### src/rtl/mem_arb_pkg.sv
// Shared types and constants for the memory port arbiter: FSM states, owner
// encoding, default bus widths and stall-controller bit positions.
package mem_arb_pkg;

  localparam int ARB_ADDR_W = 32;
  localparam int ARB_DATA_W = 32;
  localparam int STARVE_W   = 8;

  typedef enum logic [1:0] {
    ARB_IDLE = 2'd0,
    ARB_CMD  = 2'd1,
    ARB_RSP  = 2'd2
  } arb_state_e;

  localparam logic OWN_IF = 1'b0;
  localparam logic OWN_LS = 1'b1;

  localparam int STALL_BIT_IF  = 0;
  localparam int STALL_BIT_MEM = 3;

endpackage

### src/rtl/mem_arb_starve_cnt.sv
// Saturating count of IF arbitrations lost to the LSU; force_if asserts once
// the count reaches MAX_WAIT so the next contested arbitration goes to IF.
module mem_arb_starve_cnt
  import mem_arb_pkg::*;
#(
  parameter int MAX_WAIT = 8
) (
  input  logic clk,
  input  logic rst_n,
  input  logic inc,
  input  logic clr,
  output logic force_if
);

  localparam logic [STARVE_W-1:0] MAX_CNT = STARVE_W'(MAX_WAIT);

  logic [STARVE_W-1:0] cnt_q, cnt_d;

  always_comb begin
    cnt_d = cnt_q;
    if (clr) begin
      cnt_d = '0;
    end else if (inc && (cnt_q != MAX_CNT)) begin
      cnt_d = cnt_q + 1'b1;
    end
  end

  always_ff @(posedge clk or negedge rst_n) begin
    if (!rst_n) begin
      cnt_q <= '0;
    end else begin
      cnt_q <= cnt_d;
    end
  end

  assign force_if = (cnt_q == MAX_CNT);

endmodule

### src/rtl/mem_port_arbiter.sv
// Shares one memory bus port between IF and LSU, one transaction in flight.
// Optional grant/starvation counters are built when MEM_PORT_ARB_PERF_EN is defined.
//
// state    | meaning
// ARB_IDLE | nothing in flight; arbitrate and capture winner's command
// ARB_CMD  | bus_req high with a stable command, waiting for bus_gnt
// ARB_RSP  | command accepted, waiting for bus_rvalid
module mem_port_arbiter
  import mem_arb_pkg::*;
#(
  parameter int ADDR_W   = ARB_ADDR_W,
  parameter int DATA_W   = ARB_DATA_W,
  parameter int MAX_WAIT = 8
) (
  input  logic                clk,
  input  logic                rst_n,
  input  logic                if_req,
  input  logic [ADDR_W-1:0]   if_addr,
  output logic                if_gnt,
  output logic                if_rvalid,
  output logic [DATA_W-1:0]   if_rdata,
  input  logic                ls_req,
  input  logic                ls_we,
  input  logic [ADDR_W-1:0]   ls_addr,
  input  logic [DATA_W-1:0]   ls_wdata,
  input  logic [DATA_W/8-1:0] ls_be,
  output logic                ls_gnt,
  output logic                ls_rvalid,
  output logic [DATA_W-1:0]   ls_rdata,
  output logic                bus_req,
  output logic                bus_we,
  output logic [ADDR_W-1:0]   bus_addr,
  output logic [DATA_W-1:0]   bus_wdata,
  output logic [DATA_W/8-1:0] bus_be,
  input  logic                bus_gnt,
  input  logic                bus_rvalid,
  input  logic [DATA_W-1:0]   bus_rdata,
  output logic                stall_req_if,
  output logic                stall_req_mem,
  output logic [31:0]         perf_if_cnt,
  output logic [31:0]         perf_ls_cnt,
  output logic [31:0]         perf_starve_cnt
);

  localparam int BE_W = DATA_W / 8;

  arb_state_e        state_q, state_d;
  logic              owner_q, owner_d;
  logic              bus_we_q, bus_we_d;
  logic [ADDR_W-1:0] bus_addr_q, bus_addr_d;
  logic [DATA_W-1:0] bus_wdata_q, bus_wdata_d;
  logic [BE_W-1:0]   bus_be_q, bus_be_d;
  logic [DATA_W-1:0] if_rdata_q, if_rdata_d;
  logic [DATA_W-1:0] ls_rdata_q, ls_rdata_d;
  logic              if_rvalid_q, if_rvalid_d;
  logic              ls_rvalid_q, ls_rvalid_d;
  logic              force_if;

  mem_arb_starve_cnt #(
    .MAX_WAIT (MAX_WAIT)
  ) u_starve_cnt (
    .clk      (clk),
    .rst_n    (rst_n),
    .inc      (if_req && ls_gnt),
    .clr      (if_gnt),
    .force_if (force_if)
  );

  always_comb begin
    state_d     = state_q;
    owner_d     = owner_q;
    bus_we_d    = bus_we_q;
    bus_addr_d  = bus_addr_q;
    bus_wdata_d = bus_wdata_q;
    bus_be_d    = bus_be_q;
    if_rdata_d  = if_rdata_q;
    ls_rdata_d  = ls_rdata_q;
    if_rvalid_d = 1'b0;
    ls_rvalid_d = 1'b0;
    if_gnt      = 1'b0;
    ls_gnt      = 1'b0;

    case (state_q)
      ARB_IDLE: begin
        if (ls_req && !(force_if && if_req)) begin
          ls_gnt      = 1'b1;
          owner_d     = OWN_LS;
          bus_we_d    = ls_we;
          bus_addr_d  = ls_addr;
          bus_wdata_d = ls_wdata;
          bus_be_d    = ls_be;
          state_d     = ARB_CMD;
        end else if (if_req) begin
          // Fetches are full-word reads.
          if_gnt      = 1'b1;
          owner_d     = OWN_IF;
          bus_we_d    = 1'b0;
          bus_addr_d  = if_addr;
          bus_wdata_d = '0;
          bus_be_d    = '1;
          state_d     = ARB_CMD;
        end
      end
      ARB_CMD: begin
        if (bus_gnt) begin
          state_d = ARB_RSP;
        end
      end
      ARB_RSP: begin
        if (bus_rvalid) begin
          if (owner_q == OWN_LS) begin
            ls_rdata_d  = bus_rdata;
            ls_rvalid_d = 1'b1;
          end else begin
            if_rdata_d  = bus_rdata;
            if_rvalid_d = 1'b1;
          end
          state_d = ARB_IDLE;
        end
      end
      default: state_d = ARB_IDLE;
    endcase
  end

  always_ff @(posedge clk or negedge rst_n) begin
    if (!rst_n) begin
      state_q     <= ARB_IDLE;
      owner_q     <= OWN_IF;
      bus_we_q    <= 1'b0;
      bus_addr_q  <= '0;
      bus_wdata_q <= '0;
      bus_be_q    <= '0;
      if_rdata_q  <= '0;
      ls_rdata_q  <= '0;
      if_rvalid_q <= 1'b0;
      ls_rvalid_q <= 1'b0;
    end else begin
      state_q     <= state_d;
      owner_q     <= owner_d;
      bus_we_q    <= bus_we_d;
      bus_addr_q  <= bus_addr_d;
      bus_wdata_q <= bus_wdata_d;
      bus_be_q    <= bus_be_d;
      if_rdata_q  <= if_rdata_d;
      ls_rdata_q  <= ls_rdata_d;
      if_rvalid_q <= if_rvalid_d;
      ls_rvalid_q <= ls_rvalid_d;
    end
  end

  assign bus_req   = (state_q == ARB_CMD);
  assign bus_we    = bus_we_q;
  assign bus_addr  = bus_addr_q;
  assign bus_wdata = bus_wdata_q;
  assign bus_be    = bus_be_q;
  assign if_rdata  = if_rdata_q;
  assign ls_rdata  = ls_rdata_q;
  assign if_rvalid = if_rvalid_q;
  assign ls_rvalid = ls_rvalid_q;

  assign stall_req_if  = (if_req && !if_gnt) || ((owner_q == OWN_IF) && (state_q != ARB_IDLE));
  assign stall_req_mem = (ls_req && !ls_gnt) || ((owner_q == OWN_LS) && (state_q != ARB_IDLE));

`ifdef MEM_PORT_ARB_PERF_EN
  logic [31:0] perf_if_q, perf_if_d;
  logic [31:0] perf_ls_q, perf_ls_d;
  logic [31:0] perf_starve_q, perf_starve_d;

  // An IF grant while the LSU is also requesting can only come from the override.
  always_comb begin
    perf_if_d     = perf_if_q;
    perf_ls_d     = perf_ls_q;
    perf_starve_d = perf_starve_q;
    if (if_gnt) perf_if_d = perf_if_q + 32'd1;
    if (ls_gnt) perf_ls_d = perf_ls_q + 32'd1;
    if (if_gnt && ls_req) perf_starve_d = perf_starve_q + 32'd1;
  end

  always_ff @(posedge clk or negedge rst_n) begin
    if (!rst_n) begin
      perf_if_q     <= '0;
      perf_ls_q     <= '0;
      perf_starve_q <= '0;
    end else begin
      perf_if_q     <= perf_if_d;
      perf_ls_q     <= perf_ls_d;
      perf_starve_q <= perf_starve_d;
    end
  end

  assign perf_if_cnt     = perf_if_q;
  assign perf_ls_cnt     = perf_ls_q;
  assign perf_starve_cnt = perf_starve_q;
`else
  assign perf_if_cnt     = '0;
  assign perf_ls_cnt     = '0;
  assign perf_starve_cnt = '0;
`endif

endmodule

### config.mk
export PLATFORM = sky130hd
export DESIGN_NAME = mem_port_arbiter
export DESIGN_NICKNAME = d
export VERILOG_FILES = /design/src/rtl/mem_arb_pkg.sv /design/src/rtl/mem_arb_starve_cnt.sv /design/src/rtl/mem_port_arbiter.sv
export SDC_FILE = /design/constraint.sdc
export NUM_CORES = 1
export LEC_CHECK = 0
export ABC_AREA = 1
export BUFFER_PORTS_ARGS = -buffer_cell sky130_fd_sc_hd__buf_2
export CELL_PAD_IN_SITES_DETAIL_PLACEMENT = 1
export CELL_PAD_IN_SITES_GLOBAL_PLACEMENT = 2
export CORE_ASPECT_RATIO = 0.7
export CORE_MARGIN = 3
export CORE_UTILIZATION = 24
export DETAILED_ROUTE_END_ITERATION = 8
export GPL_TIMING_DRIVEN = 0
export PLACE_DENSITY_LB_ADDON = 0.3
export RECOVER_POWER = 25
export SLEW_MARGIN = 20
export SYNTH_ARGS = -nofsm -noshare
export SYNTH_HDL_FRONTEND = slang
export SYNTH_HIERARCHICAL = 1
export SYNTH_SLANG_ARGS = --single-unit
### constraint.sdc
create_clock -name clk -period 2.5 [get_ports clk]
set_clock_uncertainty 0.15 [all_clocks]
set_input_delay 0.25 -clock clk [delete_from_list [all_inputs] [get_ports clk]]
set_output_delay 0.25 -clock clk [all_outputs]
set_load 0.01 [all_outputs]
==> impl_results.md <==
- Main combinational cell family by area after synthesis: simple AND/OR/NAND/NOR gates
- Worst endpoint required time: 2.10 ns
- Layout cells sized above 1: 29.17%
- Uppermost layer routed: met4
- Initial DRC Count: 233
- Final nets: 1537
- Slowest cell on crit path: dfrtp_1
- Ports: 375
- Die ar.: 0.03168 mm2
- Mapped Area: 0.007091 mm2
- GPL Wtd Cong: 0.7463
- Final WS setup: 0.1920 ns
- Met3 WL post-DR: 1.729 mm
- Die span in y: 149.8 um
- Compound-gate portion of the synthesized area: 4.941%
- Std-Cell Rows: 51
- Cell Area, Placed: 0.009335 mm2
- Post-Synth XOR/XNOR Area: 0.3706%
- Most frequent cell after synthesis: nand2_1
- Slew HR: -16.56%
- Grt ovf: 0
- Most area-consuming cells after synthesis: dfrtp_1, nand2_1, buf_4, inv_1, nand3_1
- DR vias/cell: 3.971
- Synth Area per Inst: 8.141 um2
- DRT Wirelength: 26.63 mm
- Initial Util: 24.91%
- Design Area, Final: 0.01124 mm2
- CP peak stage delay: 0.38 ns
- Crit-path cells: inv_1 -> ha_1 -> nand3_1 -> nor2_4 -> nand2_4 -> nand3_4 -> inv_4 -> nor2_1 -> buf_2
- Area of the multi-input gates: 0.002459 mm2
- Fin. Hold Viols: 0
- Reg clk slew, reported paths: 0.07 ns
- Post-Syn Instances: 871
- Post-Place Setup Slack: 0.1355 ns
- Largest net degree at the start of global routing: 83
- VDD IR max: 0.4368 mV
- RSZ-0062 raised after global routing: false
- CTS Sinks: 146
- Vias in the first global route: 7441
- Core Footprint: 0.02846 mm2
- Area leader, netlist: dfrtp_1
- Post-synth top cells: nand2_1, dfrtp_1, inv_1, buf_4, nand3_1
- Clock buffer depth: 2
- Reg area: 0.003654 mm2
- GRT Overall Usage: 16.61%
- Setup crit start kind: flop
- Metal2 WL: 12.66 mm
- Routed via count: 7073
- Nature of the critical path endpoint: primary output
- Clock latency on the worst-skew pair: 0.42 ns
- Ys flop type: dfrtp_1
- Die X: 211.4 um
- Pleak: 6.452 nW
- M1 WL: 12.06 mm
- Hold Path Class: input port to flop
- Total CTS buffers: 17
- Final setup fails: 0
- Status: finished with violations
- Top cell type's share of synthesized area: 51.53%
- Failing checks: capacitance limit, slew limit
- # DRC: 0
- Area grow syn2layout: 58.55%
- Power per Cell Area: 967.2 mW/mm2
- I/O Buffers: 277
- Warnings from Yosys: 6
- Worst-margin pin slew: 1.748 ns
- Post-layout min period: 2.308 ns
- Max Fanout on Critical Path: 17
- Crit path arrival time: 1.91 ns
- Slew Limit Fails: 65
- Clock H-tree levels: 4
- Tcrit/Tclk final: 92.32%
- DP Wirelength: 19.67 mm
- Initial antenna violation count: 1
- Worst Hold Slack: 0.02513 ns
- Post-Synth Simple-Gate Area: 23.50%
- Seq cells post-synth: 146
- First-pass GRT wire length: 41.40 mm
- CTS tree: yes
- Mux cell area share after synthesis: 0%
- Post-synth EDFFs: 0
- Ys async rst share: 100.0%
- Antenna viol nets, final: 0
- Sequential share of the synthesized area: 51.53%
- F_max: 433.3 MHz
- Total of fill cells in the finished design: 3558
- Total chip power: 10.87 mW
- Drt pass-1 iters: 4
- Post-Synth Adder-Cell Area: 0.3529%
- CTS Root Cell: clkbuf_16
- CP Class: flop to primary output
- Max Cap Viol: 1
- Post-synthesis cell type count: 22
- Wire length per cell: 14.95 um
==> what timing repair did <==
item	CTS	global route
cloned	0	0
endpoints found under the hold margin	198	0
endpoints found under the setup margin	4	4
resized for setup	5	5
buffers inserted	5	2
hold buffers	128	0
pin swaps	3	1
==> per-layer routing <==
layer	up-vias	GRT usage (%)
li1	3507	-
met1	3373	21.88
met2	180	27.14
met3	13	5.511
met4	0	2.676
met5	-	0
==> power by group <==
part           total [mW]  internal (mW)  switching [mW]
clock network        2.70           1.58            1.12
logic                4.24           1.66            2.58
registers            3.94           3.38           0.563
==> worst paths after layout <==
kind / slack [ns] / from / endpoint / cells past startpoint
min in group asynchronous: 0.64 / rst_n / bus_addr[11] / 2
worst max register to register: 0.19 / u_starve_cnt/cnt_q[0] / bus_addr[9] / 11
worst max-delay path: 0.19 / u_starve_cnt/cnt_q[0] / stall_req_mem / 9
worst min-delay path: 0.03 / ls_addr[21] / bus_addr[21] / 5
max in group asynchronous: 0.35 / rst_n / state_q[1] / 3
worst min register to register: 0.33 / bus_addr[24] / bus_addr[24] / 2
==> cell families (layout without fill, tap and decap cells) <==
family	count (synthesis)	after routing
simple gates	402	402
other cells	1	97
flops	146	146
xor+xnor	3	3
buf+inv	248	691
compound gates	69	69
fa+ha+maj	2	2
==> worst max-delay path: cells and delay by family, from the launching register on <==
family / cells / cell delay (ns)
adder cells (fa/ha/maj): 1 / 0.17
AND/OR/NAND/NOR: 5 / 0.59
flip-flops: 1 / 0.38
buffers and inverters: 3 / 0.34
==> cell usage in the layout (no fill, tap or decap), types with 17 or more instances in the layout <==
cell,instances
inv_1,112
dfrtp_1,146
nand3_1,73
nand2_1,292
o21ai_0,66
clkbuf_16,17
buf_4,110
nor2_1,22
conb_1,96
buf_2,249
dlygate4sd3_1,128
clkbuf_1,51
==> registers in the layout (all words and copies together) (netlist names) <==
| signal | cells |
|---|---|
| bus_addr | 32 |
| bus_be | 4 |
| ls_rvalid | 1 |
| if_rdata | 32 |
| if_rvalid | 1 |
| bus_we | 1 |
| state_q | 2 |
| bus_wdata | 32 |
| u_starve_cnt/cnt_q | 8 |
| ls_rdata | 32 |
| owner_q | 1 |
==> final cells by class <==
| class | count | share of cell area, % |
|---|---|---|
| inverters | 115 | 3.862 |
| multi-input cells | 572 | 21.87 |
| well taps | 371 | 4.129 |
| clock inverters | 15 | 1.614 |
| clock buffers | 17 | 3.784 |
| flip-flops and latches | 146 | 32.50 |
| repair buffers | 413 | 24.02 |
| diodes | 1 | 0.02226 |
| plain buffers | 131 | 8.203 |
==> through the flow <==
stage	utilization, %	setup TNS [ns]	std cells
4_1_cts	39.62	0	1779
5_1_grt	39.50	0	1781
3_5_place_dp	32.80	0	1615
3_3_place_gp	32.67	-208.45	1614
6_report	39.50	0	1781
2_1_floorplan	-	0	966
No activity file was read; power rests on OpenSTA's default activity.
